--- config.mk ---
export PLATFORM = sky130hd
export DESIGN_NAME = tipi_link_seq
export DESIGN_NICKNAME = d
export VERILOG_FILES = /design/src/rtl/tipi_pkg.sv /design/src/rtl/tipi_halfcnt.sv /design/src/rtl/tipi_link_seq.sv
export SDC_FILE = /design/constraint.sdc
export NUM_CORES = 1
export LEC_CHECK = 0
export BUFFER_PORTS_ARGS = -buffer_cell sky130_fd_sc_hd__buf_4
export CORE_ASPECT_RATIO = 0.8
export CORE_MARGIN = 4
export CORE_UTILIZATION = 50
export CTS_CLUSTER_SIZE = 16
export DETAILED_ROUTE_END_ITERATION = 6
export PLACE_DENSITY_LB_ADDON = 0.25
export SETUP_SLACK_MARGIN = 0.02
export SLEW_MARGIN = 0
export SYNTH_ARGS = -nofsm -noshare
export SYNTH_HDL_FRONTEND = slang
export SYNTH_HIERARCHICAL = 1
export SYNTH_SLANG_ARGS = --single-unit
export TNS_END_PERCENT = 100
--- constraint.sdc ---
create_clock -name sys_clk -period 4.3 [get_ports sys_clk]
set_input_delay 0.215 -clock sys_clk [delete_from_list [all_inputs] [get_ports sys_clk]]
set_output_delay 0.215 -clock sys_clk [all_outputs]
set_load 0.05 [all_outputs]
--- src/rtl/tipi_pkg.sv ---
// Shared types and constants for the TIPI link sequencer.
package tipi_pkg;

  localparam int unsigned LNK_BITS        = 8;
  localparam int unsigned HALF_CYCLES_MAX = 255;
  localparam int unsigned HCNT_W          = 8;
  localparam int unsigned KCNT_W          = 3;

  typedef enum logic [2:0] {
    ST_IDLE   = 3'd0,
    ST_SETUP  = 3'd1,
    ST_CLK_HI = 3'd2,
    ST_CLK_LO = 3'd3,
    ST_LATCH  = 3'd4,
    ST_DONE   = 3'd5
  } state_e;

  // Request fields captured on accept and held for the whole transfer.
  typedef struct packed {
    logic                rt;
    logic                dc;
    logic [LNK_BITS-1:0] wdata;
  } xfer_cmd_t;

endpackage

--- src/rtl/tipi_halfcnt.sv ---
// Loadable down-counter that marks the last cycle of a link half-period.
module tipi_halfcnt
  import tipi_pkg::*;
#(
  parameter int unsigned W = HCNT_W
) (
  input  logic         clk,
  input  logic         rst_n,
  input  logic         load,
  input  logic [W-1:0] load_val,
  output logic         tc_c
);

  logic [W-1:0] cnt_q;

  // Reload on request, otherwise count down and park at zero.
  always_ff @(posedge clk or negedge rst_n) begin
    if (!rst_n)              cnt_q <= '0;
    else if (load)           cnt_q <= load_val;
    else if (cnt_q != '0)    cnt_q <= cnt_q - W'(1);
  end

  assign tc_c = (cnt_q == '0);

endmodule

--- src/rtl/tipi_link_seq.sv ---
// TIPI link sequencer: drives the CPLD shift-register strobes for one byte
// transfer in either direction. Optional abort support: TIPI_LINK_SEQ_ABORT_EN.
module tipi_link_seq
  import tipi_pkg::*;
#(
  parameter int unsigned HALF_CYCLES = 2
) (
  input  logic                sys_clk,
  input  logic                sys_reset_n,
  input  logic                xfer_req,
  input  logic                xfer_rt,
  input  logic                xfer_dc,
  input  logic [LNK_BITS-1:0] xfer_wdata,
`ifdef TIPI_LINK_SEQ_ABORT_EN
  input  logic                xfer_abort,
  output logic                xfer_err,
`endif
  output logic [LNK_BITS-1:0] xfer_rdata,
  output logic                xfer_busy,
  output logic                xfer_done,
  output logic                lnk_clk,
  output logic                lnk_le,
  output logic                lnk_dc,
  output logic                lnk_rt,
  output logic                lnk_dout,
  input  logic                lnk_din
);

  // Out-of-range parameters are clamped to the legal 1..255 range.
  localparam int unsigned HC_EFF = (HALF_CYCLES > HALF_CYCLES_MAX) ? HALF_CYCLES_MAX :
                                   (HALF_CYCLES < 1) ? 1 : HALF_CYCLES;
  localparam logic [HCNT_W-1:0] HC_LOAD = HCNT_W'(HC_EFF - 1);

  state_e              state_q, state_n;
  logic [KCNT_W-1:0]   k_q, k_n, k_p1;
  xfer_cmd_t           cmd_q, cmd_n;
  logic [LNK_BITS-1:0] shreg_q, shreg_n, rdata_n;
  logic                tc_c, hc_load_c, active;
  logic                clk_n, le_n, dc_n, rt_n, dout_n, busy_n, done_n;
`ifdef TIPI_LINK_SEQ_ABORT_EN
  logic                abort_c;
`endif

  // Every state entry restarts the half-period count.
  assign hc_load_c = (state_n != state_q);

  tipi_halfcnt #(.W(HCNT_W)) u_halfcnt (
    .clk      (sys_clk),
    .rst_n    (sys_reset_n),
    .load     (hc_load_c),
    .load_val (HC_LOAD),
    .tc_c     (tc_c)
  );

  // State and datapath registers; link outputs are registered from next-state values.
  always_ff @(posedge sys_clk or negedge sys_reset_n) begin
    if (!sys_reset_n) begin
      state_q    <= ST_IDLE;
      k_q        <= '0;
      cmd_q      <= '0;
      shreg_q    <= '0;
      xfer_rdata <= '0;
      xfer_busy  <= 1'b0;
      xfer_done  <= 1'b0;
      lnk_clk    <= 1'b0;
      lnk_le     <= 1'b0;
      lnk_dc     <= 1'b0;
      lnk_rt     <= 1'b0;
      lnk_dout   <= 1'b0;
`ifdef TIPI_LINK_SEQ_ABORT_EN
      xfer_err   <= 1'b0;
`endif
    end else begin
      state_q    <= state_n;
      k_q        <= k_n;
      cmd_q      <= cmd_n;
      shreg_q    <= shreg_n;
      xfer_rdata <= rdata_n;
      xfer_busy  <= busy_n;
      xfer_done  <= done_n;
      lnk_clk    <= clk_n;
      lnk_le     <= le_n;
      lnk_dc     <= dc_n;
      lnk_rt     <= rt_n;
      lnk_dout   <= dout_n;
`ifdef TIPI_LINK_SEQ_ABORT_EN
      xfer_err   <= abort_c;
`endif
    end
  end

  // Next-state sequencing and next values of all registered outputs.
  always_comb begin
    state_n = state_q;
    k_n     = k_q;
    cmd_n   = cmd_q;
    shreg_n = shreg_q;
`ifdef TIPI_LINK_SEQ_ABORT_EN
    abort_c = 1'b0;
`endif

    unique case (state_q)
      ST_IDLE: begin
        if (xfer_req) begin
          cmd_n   = '{rt: xfer_rt, dc: xfer_dc, wdata: xfer_wdata};
          k_n     = '0;
          state_n = ST_SETUP;
        end
      end
      ST_SETUP:  if (tc_c) state_n = ST_CLK_HI;
      ST_CLK_HI: if (tc_c) state_n = ST_CLK_LO;
      ST_CLK_LO: begin
        if (tc_c) begin
          // MSB arrives first: pulse k lands in bit 7-k.
          shreg_n[~k_q] = lnk_din;
          k_n           = k_q + KCNT_W'(1);
          if (k_q == KCNT_W'(LNK_BITS - 1)) state_n = cmd_q.rt ? ST_DONE : ST_LATCH;
          else                              state_n = ST_CLK_HI;
        end
      end
      ST_LATCH:  if (tc_c) state_n = ST_DONE;
      ST_DONE:   state_n = ST_IDLE;
      default:   state_n = ST_IDLE;
    endcase

`ifdef TIPI_LINK_SEQ_ABORT_EN
    if (xfer_abort && (state_q != ST_IDLE) && (state_q != ST_DONE)) begin
      state_n = ST_IDLE;
      abort_c = 1'b1;
    end
`endif

    active = (state_n == ST_SETUP) || (state_n == ST_CLK_HI) ||
             (state_n == ST_CLK_LO) || (state_n == ST_LATCH);
    k_p1   = k_n + KCNT_W'(1);

    clk_n  = (state_n == ST_CLK_HI);
    dc_n   = active && cmd_n.dc;
    rt_n   = active && cmd_n.rt;
    // Reads hold LE through the parallel-load pulse; writes strobe it in LATCH.
    le_n   = (state_n == ST_LATCH) ||
             (cmd_n.rt && (k_n == '0) && ((state_n == ST_SETUP) || (state_n == ST_CLK_HI)));
    // The next bit is presented at the falling edge so it is stable across the following high phase.
    dout_n = 1'b0;
    if (!cmd_n.rt) begin
      if ((state_n == ST_SETUP) || (state_n == ST_CLK_HI))
        dout_n = cmd_n.wdata[~k_n];
      else if ((state_n == ST_CLK_LO) && (k_n != KCNT_W'(LNK_BITS - 1)))
        dout_n = cmd_n.wdata[~k_p1];
    end

    busy_n  = (state_n != ST_IDLE);
    done_n  = (state_n == ST_DONE);
    rdata_n = (done_n && cmd_n.rt) ? shreg_n : xfer_rdata;
  end

endmodule
== Word level (Yosys, flattened, before mapping) ==
Cells that the tools add are included.
Storage, ports and cells
  register bits after elaboration: 47
  input port bits: 14
  output and inout port bits: 15
  word-level logic and storage cells: 81
Cells by class
  $add $sub $neg: 3
  $lt $le $gt $ge: 4
  equality and inequality tests: 12
  multiplexer cells: 27
  bitwise gates (word level): 3
  reductions and logical operators: 17
Operator list (number)
  $mux W8: 4
  $mux W3: 8
  $mux W10: 2
  $pmux W3 S5: 1
  $eq A3 B2 Y1 const B: 4
  $eq A3 B3 Y1 const B: 4
  $lt A3 B4 Y1 const B: 3
  $not A3 Y3: 3
  $bwmux W8: 1
  $logic_not A8 Y1: 1
  $reduce_bool A8 Y1: 1
  $sub A8 B1 Y8 const B: 1
  $logic_and A1 B1 Y1: 7
  $mux W1: 7
  $add A3 B1 Y3 const B: 2
  $bmux W1 S3: 2
  $eq A3 B1 Y1 const B: 2
  $logic_not A3 Y1: 2
  $pmux W3 S2: 1
  $logic_or A1 B1 Y1: 4
  $demux W1 S3: 1
  $ge A3 B1 Y1 const B: 1
  $ne A3 B3 Y1: 1
  $ne A3 B3 Y1 const B: 1
  2 further kinds: 2

== Logic depth before layout (Yosys ltp) ==
Gate-level depths: netlist of the first run.
  word-level depth: 10
  depth in mapped cells: 17
  gate-level depth less buffers: 14

== Cells and area by module ==
The synthesis of the first run kept the hierarchy.
Modules (own cells, without submodules)
  tipi_link_seq: times used 1, cells an instance 201, area each 2174.6 um^2, sequential area each 975.9 um^2
  tipi_halfcnt: times used 1, cells an instance 54, area each 476.7 um^2, sequential area each 200.2 um^2

== Worst setup path after synthesis of the first run ==
OpenSTA, ideal clock, no wires.
  path kind: register -> register
  from: register u_halfcnt.cnt_q[0]
  to: register lnk_dout
  setup time: 0.087 ns
  arrival: 3.261 ns
  slack: 0.952 ns
  stages on the path, launching flop included: 18
  path buffers: 3
  path through: dfrtp_1 > inv_1 > ha_1 > or3b_1 > clkbuf_2 > nor2_1 > buf_6 > and4b_1 > buf_2 > nand2_1 > nand2_4 > ha_1 > ha_1 > nor2_1 > o211ai_4 > a2111oi_2 > nor3b_1 > a22oi_1
Between the ends
  longest elaborated chain between the ends: 10
Ends and longest elaborated chain
  start: declaration: RTL line tipi_halfcnt.sv:14  | logic [W-1:0] cnt_q;
  start signal: assignment: RTL line tipi_halfcnt.sv:19  | else if (load) cnt_q <= load_val;
  start signal: assignment: RTL line tipi_halfcnt.sv:20  | else if (cnt_q != '0) cnt_q <= cnt_q - W'(1);
  $logic_not A8 Y1 (*): RTL line tipi_halfcnt.sv:23  | assign tc_c = (cnt_q == '0);
  net tc_c: RTL line tipi_link_seq.sv:38  | logic tc_c, hc_load_c, active;
  $mux W3 (*): RTL line tipi_link_seq.sv:113  | if (tc_c) begin
  $pmux W3 S2 (*): RTL line tipi_link_seq.sv:102  | unique case (state_q)
  net k_n[1]: RTL line tipi_link_seq.sv:35  | logic [KCNT_W-1:0] k_q, k_n, k_p1;
  $add A3 B1 Y3: RTL line tipi_link_seq.sv:135  | k_p1 = k_n + KCNT_W'(1);
  $not A3 Y3: RTL line tipi_link_seq.sv:149  | dout_n = cmd_n.wdata[~k_p1];
  $bmux W1 S3: RTL line tipi_link_seq.sv:149
  $mux W1 (not written as such): RTL line tipi_link_seq.sv:149
  $mux W1: RTL line tipi_link_seq.sv:148  | else if ((state_n == ST_CLK_LO) && (k_n != KCNT_W'(LNK_BITS - 1)))
  $mux W1 (*): RTL line tipi_link_seq.sv:146  | if ((state_n == ST_SETUP) || (state_n == ST_CLK_HI))
  $mux W1 (*): RTL line tipi_link_seq.sv:145  | if (!cmd_n.rt) begin
  net dout_n: RTL line tipi_link_seq.sv:39  | logic clk_n, le_n, dc_n, rt_n, dout_n, busy_n, done_n;
  end signal: assignment: RTL line tipi_link_seq.sv:85  | lnk_dout <= dout_n;
  end: declaration: RTL line tipi_link_seq.sv:25  | output logic lnk_dout,
The timed path passes the listed nets; every way through them passes the cells marked *. The select of a mux whose other input is x is not followed.
A chain may end at the register's enable or synchronous reset.

== Worst setup path after layout of the first run ==
Same ends and word-level chain as after synthesis.

==> results.json, run 1 <==
{
  "port_buffers": 28,
  "clkTransAtPathRegs_ns": 0.09,
  "crit_start": "u_halfcnt/cnt_q[0]$_DFFE_PN0P_",
  "final_hold_viol_count": 0,
  "grt_max_degree": 48,
  "netlist_instances": 255,
  "rsz0062_at_grt": "false",
  "grt_pass1_wl_um": 9287,
  "avgViaCountPerCell": 5.684,
  "fin_worst_skew_ns": 0.006109,
  "hp-start": "xfer_wdata[3]",
  "syn_area_um2": 2651,
  "place_congestion": 0.9487,
  "pin_count": 29,
  "r2r-start": "u_halfcnt/cnt_q[0]$_DFFE_PN0P_",
  "report.final.slew_viol_count": 0,
  "diodes": 0,
  "synthTopCellsByArea": "dfrtp_1, nand2_1, mux2_1",
  "crit_path_end_kind": "flop",
  "vdd_drop_max_uv": 294.3,
  "grt_pass1_vias": 1836,
  "tns_ns": 0,
  "ys_warn_count": 6,
  "fmax_mhz": 263.3,
  "routed_wl_um": 5336,
  "num_vias": 1995,
  "hpwl_um": 3888,
  "synth.most_common_cell": "dfrtp_1",
  "hold_path_class": "in2reg",
  "drive_above_1_share": 0.2457,
  "cts_sinks": 47,
  "numCtsBuffers": 5,
  "fin_area_um2": 3024,
  "first_pass_iters": 4,
  "status": "complete, no violations",
  "tightest_slew_ns": 0.7596,
  "critical_path.max_fanout": 11,
  "synth-seq-cells": 47,
  "cts-root-buf": "clkbuf_8",
  "die_x_um": 89.42,
  "synth-seq-area-share": 0.4436,
  "ant_nets": 0,
  "post_drt_wl_per_cell_um": 15.20,
  "die_area_um2": 6539,
  "yosys.area.top_type": "dfrtp_1",
  "async_reset_ff_frac": 1.000,
  "htreeDepth": 2,
  "setup_viol": 0,
  "timing.final.crit_share": 0.8834,
  "critPathSlowestCell": "or3b_1",
  "fp-row-count": 23,
  "area_growth_pct": 14.06,
  "cp-start-kind": "flop",
  "worstSetupPathType": "reg2reg",
  "final_nets": 308,
  "maxCapViolations": 0,
  "grtUsageTotal": 0.1836,
  "path_buf_inv": 2,
  "p_per_area_nw_per_um2": 539.9,
  "drcViolationCount": 0,
  "crit_path_frequent_cell": "ha_1",
  "arrival_ns": 4.01,
  "overflow": 0,
  "hold_ws_ns": 0.1009,
  "clockBufferDepth": 2,
  "yosys.cell_types.count": 67,
  "initial_core_util": 0.5235,
  "drt_first_iter_violations": 116,
  "crit_family": "simple AND/OR/NAND/NOR gates",
  "max_stage_delay_ns": 0.48,
  "placed_cell_area_um2": 2893,
  "synth_edf_count": 0,
  "grt_antenna_before_repair": 0,
  "cts_tree": "done",
  "synth.avg_cell_area_um2": 10.40,
  "relSlewSlack": 0.4914,
  "leakagePower_nw": 1.410,
  "clock_latency_ns": 0.30,
  "die_y_um": 73.13,
  "required_ns": 4.52,
  "fin_crit_ns": 3.798,
  "ys.flop_type": "dfrtp_1",
  "final_util": 0.5971,
  "synth_top_area_share": 0.4436,
  "crit_chain": "inv_1 -> ha_1 -> or3b_1 -> nor2_1 -> and4b_1 -> buf_4 -> mux2_4 -> nor2_4 -> ha_1 -> ha_1 -> nor2_1 -> o211ai_4 -> a2111oi_2 -> nor3b_1 -> a22oi_1",
  "synthTopCellsByCount": "dfrtp_1, nand2_1, nor2_1",
  "core-area_um2": 5065
}
cell usage in the layout, fill, tap and decap left out, types with 3 or more instances in the layout:
cell type,count
a21boi_0,3
dfrtp_1,47
nor2_1,17
nand4b_1,4
inv_2,4
mux2_2,8
clkbuf_8,6
nand2_1,38
mux2_1,8
conb_1,8
o31ai_1,3
a21oi_1,9
ha_1,6
nor3b_1,4
o21ai_0,8
nor2_4,3
buf_4,31
inv_1,5
nand3_1,12
nor3_1,7
metrics by stage:
step	setup slack [ns]	total power, mW	instances
3_3_place_gp	0.7722	1.278	342
6_report	0.5016	1.633	351
2_1_floorplan	0.9521	1.135	261
5_1_grt	0.1925	1.762	351
4_1_cts	0.5118	1.643	351
3_5_place_dp	0.5432	1.292	342
what timing repair did:
item                                    CTS  global route
hold buffers                              1             0
resized for setup                         0             0
hold endpoints to repair                 47             0
endpoints found under the setup margin    0             0
buffers inserted                          0             0
cell families (layout without fill, tap and decap cells):
group / count (synthesis) / after routing / share of synthesized area
xor+xnor: 2 / 2 / 0.006608
mux: 20 / 20 / 0.08636
flops: 47 / 47 / 0.4436
compound gates: 49 / 49 / 0.1520
fa+ha+maj: 6 / 6 / 0.02831
other cells: 2 / 8 / 0.002833
buf+inv: 22 / 50 / 0.05049
simple gates: 107 / 107 / 0.2298
sequential cells by signal, summed over array words and instances (netlist names):
register,count
cmd_q,10
shreg_q,8
u_halfcnt/cnt_q,8
xfer_rdata,8
k_q,3
state_q,3
lnk_clk,1
lnk_dc,1
lnk_dout,1
lnk_le,1
lnk_rt,1
xfer_busy,1
xfer_done,1
final cells by class:
cell class / count / area [µm²]
well taps: 62 / 77.57
fillers: 437 / 2041
inverters: 10 / 42.54
repair buffers: 32 / 242.7
flip-flops and latches: 47 / 1176
multi-input cells: 192 / 1364
clock buffers: 6 / 82.58
clock inverters: 2 / 38.79
worst reg2reg max path, cell delays in order (launching register included):
cell and delay (ns):
dfrtp_1 0.42, inv_1 0.10, ha_1 0.22, or3b_1 0.48, nor2_1 0.34, and4b_1 0.24
buf_4 0.19, mux2_4 0.24, nor2_4 0.06, ha_1 0.20, ha_1 0.29, nor2_1 0.21
o211ai_4 0.12, a2111oi_2 0.31, nor3b_1 0.10, a22oi_1 0.20
metal layers:
metal / share of wire / vias to the layer above / global-route usage
met4: 0.010 / 0 / 0.04298
met1: 0.49 / 953 / 0.2876
li1: - / 977 / -
met2: 0.44 / 58 / 0.2551
met3: 0.057 / 7 / 0.04176
met5: 0 / - / 0
path summary, 6_finish.rpt:
check	slack, ns	endpoint	cells past startpoint
max in group asynchronous	3.44	u_halfcnt/cnt_q[6]$_DFFE_PN0P_	2
min in group asynchronous	0.46	cmd_q[2]$_DFF_PN0_	2
worst max register to register	0.50	lnk_dout$_DFF_PN0_	15
worst max-delay path	0.50	lnk_dout$_DFF_PN0_	15
worst min-delay path	0.10	cmd_q[3]$_DFF_PN0_	3
worst min register to register	0.48	cmd_q[8]$_DFF_PN0_	2
power by group:
group,switching (mW),internal [mW],total [mW]
logic,0.360,0.235,0.595
clock network,0.154,0.191,0.345
registers,0.132,0.561,0.693
total,0.646,0.987,1.63
(Power assumes the default switching activity.)
==> inputs of run 2 (changes only) <==
--- a/config.mk
+++ b/config.mk
@@ -6,9 +6,12 @@
 export NUM_CORES = 1
 export LEC_CHECK = 0
 export BUFFER_PORTS_ARGS = -buffer_cell sky130_fd_sc_hd__buf_4
+export CELL_PAD_IN_SITES_DETAIL_PLACEMENT = 1
+export CELL_PAD_IN_SITES_GLOBAL_PLACEMENT = 2
 export CORE_ASPECT_RATIO = 0.8
 export CORE_MARGIN = 4
-export CORE_UTILIZATION = 50
+export CORE_UTILIZATION = 38
+export CTS_CLUSTER_DIAMETER = 80
 export CTS_CLUSTER_SIZE = 16
 export DETAILED_ROUTE_END_ITERATION = 6
 export PLACE_DENSITY_LB_ADDON = 0.25
==> results.json, run 2 (same netlist as run 1, synthesis figures left out) <==
{
  "crit_end": "lnk_dout$_DFF_PN0_",
  "p_per_area_nw_per_um2": 520.4,
  "routed_wl_um": 6125,
  "critical_path.max_fanout": 7,
  "num_vias": 2025,
  "worstSetupPathType": "reg2reg",
  "fin_worst_skew_ns": 0.01130,
  "grt_pass1_vias": 2115,
  "core-area_um2": 6571,
  "vdd_drop_max_uv": 291.7,
  "final_cell_mix": "dfrtp_1, nand2_1, buf_4",
  "crit_chain": "inv_1 -> ha_1 -> or3b_1 -> nor2_1 -> nand4b_1 -> and3_1 -> a21oi_1 -> inv_1 -> ha_1 -> nor2_1 -> o211ai_4 -> a2111oi_2 -> nor3b_1 -> a22oi_1",
  "first_pass_iters": 4,
  "grt_pass1_wl_um": 10770,
  "cts_resized": 0,
  "timing.final.crit_share": 0.8739,
  "drcViolationCount": 0,
  "hpwl_um": 4522,
  "grtUsageTotal": 0.1632,
  "layout.cells.most_common": "dfrtp_1",
  "die_x_um": 101.4,
  "place_congestion": 0.8950,
  "crit_path_end_kind": "flop",
  "clockBufferDepth": 2,
  "clock_latency_ns": 0.30,
  "cp-start-kind": "flop",
  "grt_max_degree": 48,
  "diodes": 0,
  "p_total_mw": 1.578,
  "port_buffers": 28,
  "fin_crit_ns": 3.758,
  "top_usage_layer": "met1",
  "post_drt_wl_per_cell_um": 16.38,
  "overflow": 0,
  "regToRegSetupSlack_ns": 0.54,
  "drt_first_iter_violations": 84,
  "r2r-end": "lnk_dout$_DFF_PN0_",
  "numCtsBuffers": 5,
  "required_ns": 4.52,
  "die_area_um2": 8386,
  "largest_register_ffs": 10,
  "area_growth_pct": 14.35,
  "ant_nets": 0,
  "rsz0062_at_grt": "false",
  "cts_sinks": 47,
  "met2_usage": 0.2324,
  "leakagePower_nw": 1.398,
  "tightest_slew_ns": 0.6043,
  "initial_core_util": 0.4035,
  "fmax_mhz": 266.1,
  "post_cts_buffers": 0,
  "setup_viol": 0,
  "htreeDepth": 2,
  "maxCapViolations": 0,
  "arrival_ns": 3.98,
  "grt_use_met3": 0.02855,
  "max_stage_delay_ns": 0.47,
  "r2r-start": "u_halfcnt/cnt_q[0]$_DFFE_PN0P_",
  "crit_family": "simple AND/OR/NAND/NOR gates",
  "cts_tree": "done",
  "path_buf_inv": 2,
  "cts-root-buf": "clkbuf_8",
  "grt_util_met1": 0.2548,
  "top_register": "cmd_q",
  "avgViaCountPerCell": 5.414,
  "cp.depth": 14,
  "final_hold_viol_count": 0,
  "relSlewSlack": 0.5971,
  "grt_antenna_before_repair": 0,
  "hold_path_class": "in2reg",
  "final_nets": 309,
  "fp-row-count": 26,
  "crit_start": "u_halfcnt/cnt_q[0]$_DFFE_PN0P_",
  "tns_ns": 0,
  "hp-start": "xfer_wdata[2]",
  "pin_count": 29,
  "drive_above_1_share": 0.2483,
  "regArea_um2": 1176,
  "report.final.slew_viol_count": 0,
  "critPathSlowestCell": "or3b_1",
  "die_y_um": 82.71,
  "status": "complete, no violations",
  "clkTransAtPathRegs_ns": 0.10,
  "worstRegToRegCells": 14,
  "multiInputGateArea_um2": 1364,
  "hold_buffers": 1,
  "num-fill-cells": 760
}
[run 2: cell count changes in the layout (fill, tap and decap cells not counted), sizes merged]
| cell | delta |
|---|---|
| clkinv | +2 |
| inv | -1 |
| bufinv | -1 |
| clkinvlp | +1 |
| buf | +1 |
| clkbuf | -1 |
[run 2: metrics by stage]
step | util | instances | instance area [µm²] | setup WS (ns) | hold WS [ns]
after floorplan | - | 261 | 2674 | 0.9521 | -0.08059
after global placement | 0.4455 | 365 | 2928 | 0.6973 | 0.2740
after detailed placement | 0.4455 | 365 | 2928 | 0.5983 | 0.2787
after CTS | 0.4613 | 374 | 3032 | 0.5599 | 0.09597
after global routing | 0.4613 | 374 | 3032 | 0.1862 | 0.1114
final | 0.4613 | 374 | 3032 | 0.5422 | 0.1030
[run 2: where the power goes]
part | switching, mW | total (mW) | internal [mW]
combinational | 0.359 | 0.595 | 0.236
sequential | 0.141 | 0.702 | 0.561
clock | 0.164 | 0.280 | 0.117
total | 0.665 | 1.58 | 0.913
[run 2: worst register-to-register path, stage by stage (launching register included)]
cell and delay (ns):
dfrtp_1 0.43, inv_1 0.09, ha_1 0.23, or3b_1 0.47, nor2_1 0.41, nand4b_1 0.28, and3_1 0.26, a21oi_1 0.18
inv_1 0.12, ha_1 0.33, nor2_1 0.19, o211ai_4 0.11, a2111oi_2 0.29, nor3b_1 0.10, a22oi_1 0.20
[run 2: metal layers]
layer,up-vias,wire length [µm]
li1,978,-
met4,0,48
met1,1006,3207
met5,-,0
met3,5,281
met2,36,2587
[run 2: worst min-delay path by stage]
stage	endpoint	depth (start not counted)
6_report	cmd_q[2]$_DFF_PN0_	3
5_1_grt	cmd_q[1]$_DFF_PN0_	3
4_1_cts	cmd_q[2]$_DFF_PN0_	3
3_5_place_dp	cmd_q[6]$_DFF_PN0_	1
3_3_place_gp	cmd_q[2]$_DFF_PN0_	1
2_1_floorplan	cmd_q[0]$_DFF_PN0_	0
[run 2: cell type report]
| class | count | share of cell area |
|---|---|---|
| Multi-Input combinational cell | 192 | 0.4499 |
| Clock buffer | 5 | 0.02270 |
| Tap cell | 84 | 0.03467 |
| Clock inverter | 3 | 0.008254 |
| Sequential cell | 47 | 0.3879 |
| Inverter | 10 | 0.01403 |
| Timing Repair Buffer | 33 | 0.08254 |
